--- src/rtl/inst_loader_if.sv ---
// ============================================================================
// inst_loader_if : byte-stream input and instruction-memory write port
// Revision       : 1.0
// ============================================================================
`default_nettype none

interface inst_loader_if;
    logic [7:0]  byte_i;
    logic        byte_valid_i;
    logic        byte_ready_o;
    logic        wr_en_o;
    logic [31:0] wr_addr_o;
    logic [31:0] wr_data_o;

    // master: stream source / memory observer; slave: the loader itself
    modport master (
        output byte_i, byte_valid_i,
        input  byte_ready_o, wr_en_o, wr_addr_o, wr_data_o
    );
    modport slave (
        input  byte_i, byte_valid_i,
        output byte_ready_o, wr_en_o, wr_addr_o, wr_data_o
    );
endinterface

`default_nettype wire

--- src/rtl/inst_loader.sv ---
// ============================================================================
// inst_loader : framed byte stream -> big-endian 32-bit instruction writes,
//               holds the CPU in reset until the image is complete.
// Option      : LOADER_CHKSUM_EN adds a trailing XOR checksum byte + CHECK state
// Revision    : 1.0
// ============================================================================
`default_nettype none

module inst_loader #(
    parameter logic [31:0] BASE_ADDR      = 32'h0000_0000,
    parameter logic [7:0]  SYNC_BYTE      = 8'hA5,
    parameter int unsigned TIMEOUT_CYCLES = 1_000_000
) (
    input  wire logic     clk_i,
    input  wire logic     rst_n_i,
    inst_loader_if.slave  bus,
    output logic          cpu_rst_n_o,
    output logic          done_o,
    output logic          err_o
);

    localparam int TW = $clog2(TIMEOUT_CYCLES + 1);

    typedef enum logic [2:0] {
        S_IDLE,
        S_COUNT,
        S_DATA,
`ifdef LOADER_CHKSUM_EN
        S_CHECK,
`endif
        S_DONE,
        S_ERR
    } state_t;

    state_t        state_q, state_d;
    logic [7:0]    count_q, count_d;
    logic [7:0]    word_idx_q, word_idx_d;
    logic [1:0]    byte_cnt_q, byte_cnt_d;
    logic [23:0]   shift_q, shift_d;
    logic [TW-1:0] idle_q, idle_d;
    logic          byte_ready_q, byte_ready_d;
    logic          wr_en_q, wr_en_d;
    logic [31:0]   wr_addr_q, wr_addr_d;
    logic [31:0]   wr_data_q, wr_data_d;
    logic          cpu_rst_n_q, cpu_rst_n_d;
    logic          done_q, done_d;
    logic          err_q, err_d;
`ifdef LOADER_CHKSUM_EN
    logic [7:0]    chk_q, chk_d;
`endif

    logic w_xfer;
    logic w_sync;
    logic w_timed;
    logic w_timeout;

    always_comb begin
        w_xfer  = bus.byte_valid_i && byte_ready_q;
        w_sync  = w_xfer && (bus.byte_i == SYNC_BYTE);
        w_timed = (state_q == S_COUNT) || (state_q == S_DATA)
`ifdef LOADER_CHKSUM_EN
                  || (state_q == S_CHECK)
`endif
                  ;
        w_timeout = w_timed && !w_xfer && (idle_q == TW'(TIMEOUT_CYCLES - 1));

        state_d      = state_q;
        count_d      = count_q;
        word_idx_d   = word_idx_q;
        byte_cnt_d   = byte_cnt_q;
        shift_d      = shift_q;
        byte_ready_d = 1'b1;
        wr_en_d      = 1'b0;
        wr_addr_d    = wr_addr_q;
        wr_data_d    = wr_data_q;
`ifdef LOADER_CHKSUM_EN
        chk_d        = chk_q;
`endif
        idle_d = (!w_timed || w_xfer) ? '0 : idle_q + TW'(1);

        case (state_q)
            S_IDLE, S_DONE, S_ERR: begin
                if (w_sync) begin
                    state_d    = S_COUNT;
                    word_idx_d = '0;
                    byte_cnt_d = '0;
`ifdef LOADER_CHKSUM_EN
                    chk_d      = '0;
`endif
                end
            end
            S_COUNT: begin
                if (w_xfer) begin
                    count_d = bus.byte_i;
`ifdef LOADER_CHKSUM_EN
                    chk_d   = bus.byte_i;
`endif
                    state_d = S_DATA;
                end
            end
            S_DATA: begin
                if (w_xfer) begin
`ifdef LOADER_CHKSUM_EN
                    chk_d = chk_q ^ bus.byte_i;
`endif
                    if (byte_cnt_q == 2'd3) begin
                        wr_en_d    = 1'b1;
                        wr_data_d  = {shift_q, bus.byte_i};
                        wr_addr_d  = BASE_ADDR + {22'd0, word_idx_q, 2'b00};
                        word_idx_d = word_idx_q + 8'd1;
                        byte_cnt_d = 2'd0;
                        // count 0 means 256 words, so the last index wraps to 8'hFF
                        if (word_idx_q == 8'(count_q - 8'd1)) begin
`ifdef LOADER_CHKSUM_EN
                            state_d = S_CHECK;
`else
                            state_d = S_DONE;
`endif
                        end
                    end else begin
                        shift_d    = {shift_q[15:0], bus.byte_i};
                        byte_cnt_d = byte_cnt_q + 2'd1;
                    end
                end
            end
`ifdef LOADER_CHKSUM_EN
            S_CHECK: begin
                if (w_xfer) begin
                    state_d = (bus.byte_i == chk_q) ? S_DONE : S_ERR;
                end
            end
`endif
            default: state_d = S_IDLE;
        endcase

        if (w_timeout) begin
            state_d = S_ERR;
        end

        err_d = (state_d == S_ERR);
`ifdef LOADER_CHKSUM_EN
        done_d = (state_d == S_DONE);
`else
        // without a checksum byte, completion shows one cycle after the final write pulse
        done_d = (state_q == S_DONE) && (state_d == S_DONE);
`endif
        cpu_rst_n_d = done_d;
    end

    always_ff @(posedge clk_i or negedge rst_n_i) begin
        if (!rst_n_i) begin
            state_q      <= S_IDLE;
            count_q      <= '0;
            word_idx_q   <= '0;
            byte_cnt_q   <= '0;
            shift_q      <= '0;
            idle_q       <= '0;
            byte_ready_q <= 1'b0;
            wr_en_q      <= 1'b0;
            wr_addr_q    <= BASE_ADDR;
            wr_data_q    <= '0;
            cpu_rst_n_q  <= 1'b0;
            done_q       <= 1'b0;
            err_q        <= 1'b0;
`ifdef LOADER_CHKSUM_EN
            chk_q        <= '0;
`endif
        end else begin
            state_q      <= state_d;
            count_q      <= count_d;
            word_idx_q   <= word_idx_d;
            byte_cnt_q   <= byte_cnt_d;
            shift_q      <= shift_d;
            idle_q       <= idle_d;
            byte_ready_q <= byte_ready_d;
            wr_en_q      <= wr_en_d;
            wr_addr_q    <= wr_addr_d;
            wr_data_q    <= wr_data_d;
            cpu_rst_n_q  <= cpu_rst_n_d;
            done_q       <= done_d;
            err_q        <= err_d;
`ifdef LOADER_CHKSUM_EN
            chk_q        <= chk_d;
`endif
        end
    end

    assign bus.byte_ready_o = byte_ready_q;
    assign bus.wr_en_o      = wr_en_q;
    assign bus.wr_addr_o    = wr_addr_q;
    assign bus.wr_data_o    = wr_data_q;
    assign cpu_rst_n_o      = cpu_rst_n_q;
    assign done_o           = done_q;
    assign err_o            = err_q;

endmodule

`default_nettype wire

--- src/flat_wrapper.sv ---
// flat-port wrapper written by rule: the top's interface ports become plain ports
module inst_loader_flat 
#(
    parameter logic [31:0] BASE_ADDR      = 32'h0000_0000,
    parameter logic [7:0]  SYNC_BYTE      = 8'hA5,
    parameter int unsigned TIMEOUT_CYCLES = 1_000_000
)
  (clk_i, rst_n_i, cpu_rst_n_o, done_o, err_o, bus_byte_i, bus_byte_valid_i, bus_byte_ready_o, bus_wr_en_o, bus_wr_addr_o, bus_wr_data_o);
  inst_loader_if bus_i ();
  input  wire logic clk_i;
  input  wire logic rst_n_i;
  output logic cpu_rst_n_o;
  output logic done_o;
  output logic err_o;
  input wire logic [$bits(bus_i.byte_i)-1:0] bus_byte_i;
  input wire logic [$bits(bus_i.byte_valid_i)-1:0] bus_byte_valid_i;
  output wire logic [$bits(bus_i.byte_ready_o)-1:0] bus_byte_ready_o;
  output wire logic [$bits(bus_i.wr_en_o)-1:0] bus_wr_en_o;
  output wire logic [$bits(bus_i.wr_addr_o)-1:0] bus_wr_addr_o;
  output wire logic [$bits(bus_i.wr_data_o)-1:0] bus_wr_data_o;
  assign bus_i.byte_i = bus_byte_i;
  assign bus_i.byte_valid_i = bus_byte_valid_i;
  assign bus_byte_ready_o = bus_i.byte_ready_o;
  assign bus_wr_en_o = bus_i.wr_en_o;
  assign bus_wr_addr_o = bus_i.wr_addr_o;
  assign bus_wr_data_o = bus_i.wr_data_o;
  inst_loader #(.BASE_ADDR(BASE_ADDR), .SYNC_BYTE(SYNC_BYTE), .TIMEOUT_CYCLES(TIMEOUT_CYCLES)) u_core (.clk_i(clk_i), .rst_n_i(rst_n_i), .bus(bus_i), .cpu_rst_n_o(cpu_rst_n_o), .done_o(done_o), .err_o(err_o));
endmodule
--- config.mk ---
export PLATFORM = sky130hd
export DESIGN_NAME = inst_loader_flat
export DESIGN_NICKNAME = d
export VERILOG_FILES = /design/src/rtl/inst_loader_if.sv /design/src/rtl/inst_loader.sv /design/src/flat_wrapper.sv
export SDC_FILE = /design/constraint.sdc
export NUM_CORES = 1
export LEC_CHECK = 0
export CORE_MARGIN = 2
export CORE_UTILIZATION = 30
export CTS_BUF_LIST = sky130_fd_sc_hd__clkbuf_4 sky130_fd_sc_hd__clkbuf_8 sky130_fd_sc_hd__clkbuf_16
export CTS_CLUSTER_SIZE = 20
export DETAILED_ROUTE_END_ITERATION = 12
export GPL_TIMING_DRIVEN = 0
export PLACE_DENSITY = 0.63
export SLEW_MARGIN = 30
export SYNTH_ARGS = -nofsm -noshare
export SYNTH_HDL_FRONTEND = slang
export SYNTH_SLANG_ARGS = --single-unit
--- constraint.sdc ---
create_clock -name clk_i -period 1.7 [get_ports clk_i]
set_input_delay 0.34 -clock clk_i [delete_from_list [all_inputs] [get_ports clk_i]]
set_output_delay 0.34 -clock clk_i [all_outputs]
set_load 0.02 [all_outputs]
==> out/qor.csv <==
metric,value,unit
n_fill_cell,1470,
multi_input_area,0.00241,mm^2
fin_util,42.9,%
ys_types,43,
rsz0062_at_grt,yes,
final-setup-viol-count,72,
rows,47,
wl_met1,5220,um
cts_inserted_buffers,9,
end_kind,flop,
worstHoldEndpoint,u_core.shift_q[7],
maxCapViolCount,0,
cts-root-buf,clkbuf_16,
r2r_slack,-0.20,ns
most-common-layout-cells,"107 x dfrtp_1, 62 x mux2_4, 44 x buf_4",
nNetsFinal,530,
place.gp.congestion,0.764,
grt_pass1_vias,3436,
ys_seq_elements,109,
diodes,0,
hold_violations,0,
vias,3334,
syn-cell-area,0.00496,mm^2
synth-main-ff-cell,dfrtp_1,
grt_max_degree,70,
max_freq,527,MHz
hold_slack,0.320,ns
worstMarginPinSlew,0.677,ns
finClkSkew,0.00808,ns
htreeDepth,3,
violations,negative setup slack,
finalSetupTns,-7.78,ns
status,"finished, violations left",
clockBufferDepth,2,
grt_pass1_wl,18800,um
drv_slew,0,
leakage,3.91,nW
netlist_instances,396,
die_h,133,um
final.min_clock_period,1.90,ns
setup_ws,-0.197,ns
io_pins,80,
place_area,0.00593,mm^2
async_reset_ff_share,100,%
wl_met2,5800,um
cts_tree,built,
seqCellArea,0.00273,mm^2
clk_pin_slew,0.07,ns
clock_sinks,109,
postLayoutCellArea,0.00704,mm^2
worst_ir_drop_vdd,0.463,mV
final_common_cell,dfrtp_1,
drc_errors,0,
seq_area_frac_synth,54.9,%
ant_nets,0,
r2r-end,u_core.shift_q[22],
drt_iter0_drc,204,
hold_depth,2,
slew_headroom,54.4,%
yosys_warnings,0,
critPathLaunchType,flop,
rr_worst_depth,4,
coreArea,0.0164,mm^2
drt-pass1-iter-count,4,
syn_to_final_growth,41.8,%
p_total,4.99,mW
grt.overflow.total,0,
cp_data_required_time,1.94,ns
worst_skew_pair.late_latency,0.35,ns
dieArea,0.0176,mm^2
start_util,30.3,%
io_buffers,55,
grt_usage,13.7,%
worstPathArrival,2.13,ns
top_layer,met4,
layout-drive-gt1-share,37.3,%
hpwl,7350,um
drt_wl_total,11700,um
critical_path_class,flop to flop,
avgSynthCellArea,12.5,um^2
via_per_inst,4.51,
antenna_found_initial,0,
hold_path.class,primary input to flop,
synth_edf_count,0,
rr_startpoint,u_core.state_q[2],
wl_met3,505,um
min_from,bus_byte_i[7],
wl_per_cell,15.8,um
crit_path_max_fanout,10,
fin_crit_sh,112,%
die_x,133,um
p_per_area,708,mW/mm^2
-- report_power, final --
| group | switching (mW) | total [mW] | leakage (nW) | internal (mW) |
|---|---|---|---|---|
| combinational | 0.147 | 0.233 | 2.27 | 0.0866 |
| sequential | 0.00960 | 2.61 | 1.49 | 2.60 |
| clock | 0.940 | 2.14 | 0.148 | 1.20 |
| total | 1.10 | 4.99 | 3.91 | 3.89 |
-- timing repair --
action,4_1_cts,5_1_grt
hold endpoints to repair,40,0
pin swaps,12,19
hold buffers,1,0
endpoints found under the setup margin,98,124
cloned,4,0
buffers inserted,22,13
gates resized for setup,100,87
-- synth_stat cells, types with 2 or more instances --
library cell | count | share of area (%)
dfrtp_1 | 109 | 55
mux2_2 | 52 | 12
nor2_1 | 30 | 2.3
buf_4 | 27 | 4.1
mux2_4 | 20 | 6.0
nand2_1 | 18 | 1.4
xor2_1 | 18 | 3.2
nand3_1 | 15 | 1.5
xnor2_1 | 14 | 2.5
o21ai_0 | 9 | 0.91
inv_1 | 8 | 0.60
clkbuf_1 | 6 | 0.45
nand4_1 | 6 | 0.76
and3_1 | 5 | 0.63
nor3_1 | 5 | 0.50
or3_1 | 5 | 0.63
a21oi_1 | 4 | 0.40
buf_2 | 4 | 0.40
ha_1 | 4 | 1.0
buf_6 | 3 | 0.68
mux2i_1 | 3 | 0.60
nor4_1 | 3 | 0.38
nor4b_1 | 3 | 0.53
conb_1 | 2 | 0.15
nand4b_1 | 2 | 0.35
nor2b_1 | 2 | 0.25
nor3b_1 | 2 | 0.30
nor4bb_1 | 2 | 0.40
-- cell families (layout without fill, tap and decap cells) --
| group | count (synthesis) | count (layout) | share of synthesized area, % |
|---|---|---|---|
| compound gates | 19 | 19 | 2.24 |
| xor+xnor | 32 | 32 | 5.65 |
| fa+ha+maj | 4 | 4 | 1.01 |
| buf+inv | 48 | 149 | 6.22 |
| flops | 109 | 109 | 54.9 |
| mux | 75 | 75 | 18.4 |
| other cells | 2 | 25 | 0.151 |
| simple gates | 107 | 107 | 11.3 |
-- per-layer routing --
layer | track usage [%] | vias to the layer above
met3 | 3.95 | 10
li1 | - | 1559
met1 | 17.7 | 1690
met2 | 22.8 | 75
met5 | 0 | -
met4 | 3.23 | 0
-- state kept, by name (all words and copies together), names as in the netlist --
| name | count |
|---|---|
| u_core.cpu_rst_n_o | 1 |
| u_core.bus.wr_addr_o | 8 |
| u_core.word_idx_q | 8 |
| u_core.shift_q | 24 |
| u_core.state_q | 3 |
| u_core.bus.byte_ready_o | 1 |
| u_core.bus.wr_en_o | 1 |
| u_core.err_o | 1 |
| u_core.idle_q | 20 |
| u_core.count_q | 8 |
| u_core.byte_cnt_q | 2 |
| u_core.bus.wr_data_o | 32 |
-- critical path, stage by stage, from the launching register on --
cell and delay, ns:
dfrtp_2 0.45, or3b_4 0.45, or3_4 0.40, buf_12 0.18, mux2_4 0.30
-- final cells by class --
class / instances / share of cell area, %
clock inverter: 4 / 0.782
sequential: 109 / 38.8
inverter: 8 / 0.427
timing repair buffer: 88 / 13.6
buffer: 37 / 4.76
tap: 220 / 3.91
clock buffer: 12 / 3.52
multi-input combinational: 262 / 34.2
-- through the flow --
step           std cells  worst slack (ns)
3_5_place_dp         695             -1.02
4_1_cts              737            -0.221
5_1_grt              740            -0.223
6_report             740            -0.197
3_3_place_gp         694             -3.84
2_1_floorplan        419            -0.170
-- worst max path at each step --
stage | from | to | slack (ns) | cells past startpoint
2_1_floorplan | u_core.state_q[0] | u_core.shift_q[10] | -0.17 | 6
3_3_place_gp | rst_n_i | u_core.bus.wr_data_o[27] | -3.84 | 1
3_5_place_dp | bus_byte_i[7] | u_core.word_idx_q[0] | -1.02 | 7
4_1_cts | u_core.state_q[0] | u_core.shift_q[22] | -0.22 | 5
5_1_grt | u_core.state_q[2] | u_core.shift_q[22] | -0.22 | 4
6_report | u_core.state_q[2] | u_core.shift_q[22] | -0.20 | 4
No activity file was read; power rests on OpenSTA's default activity.
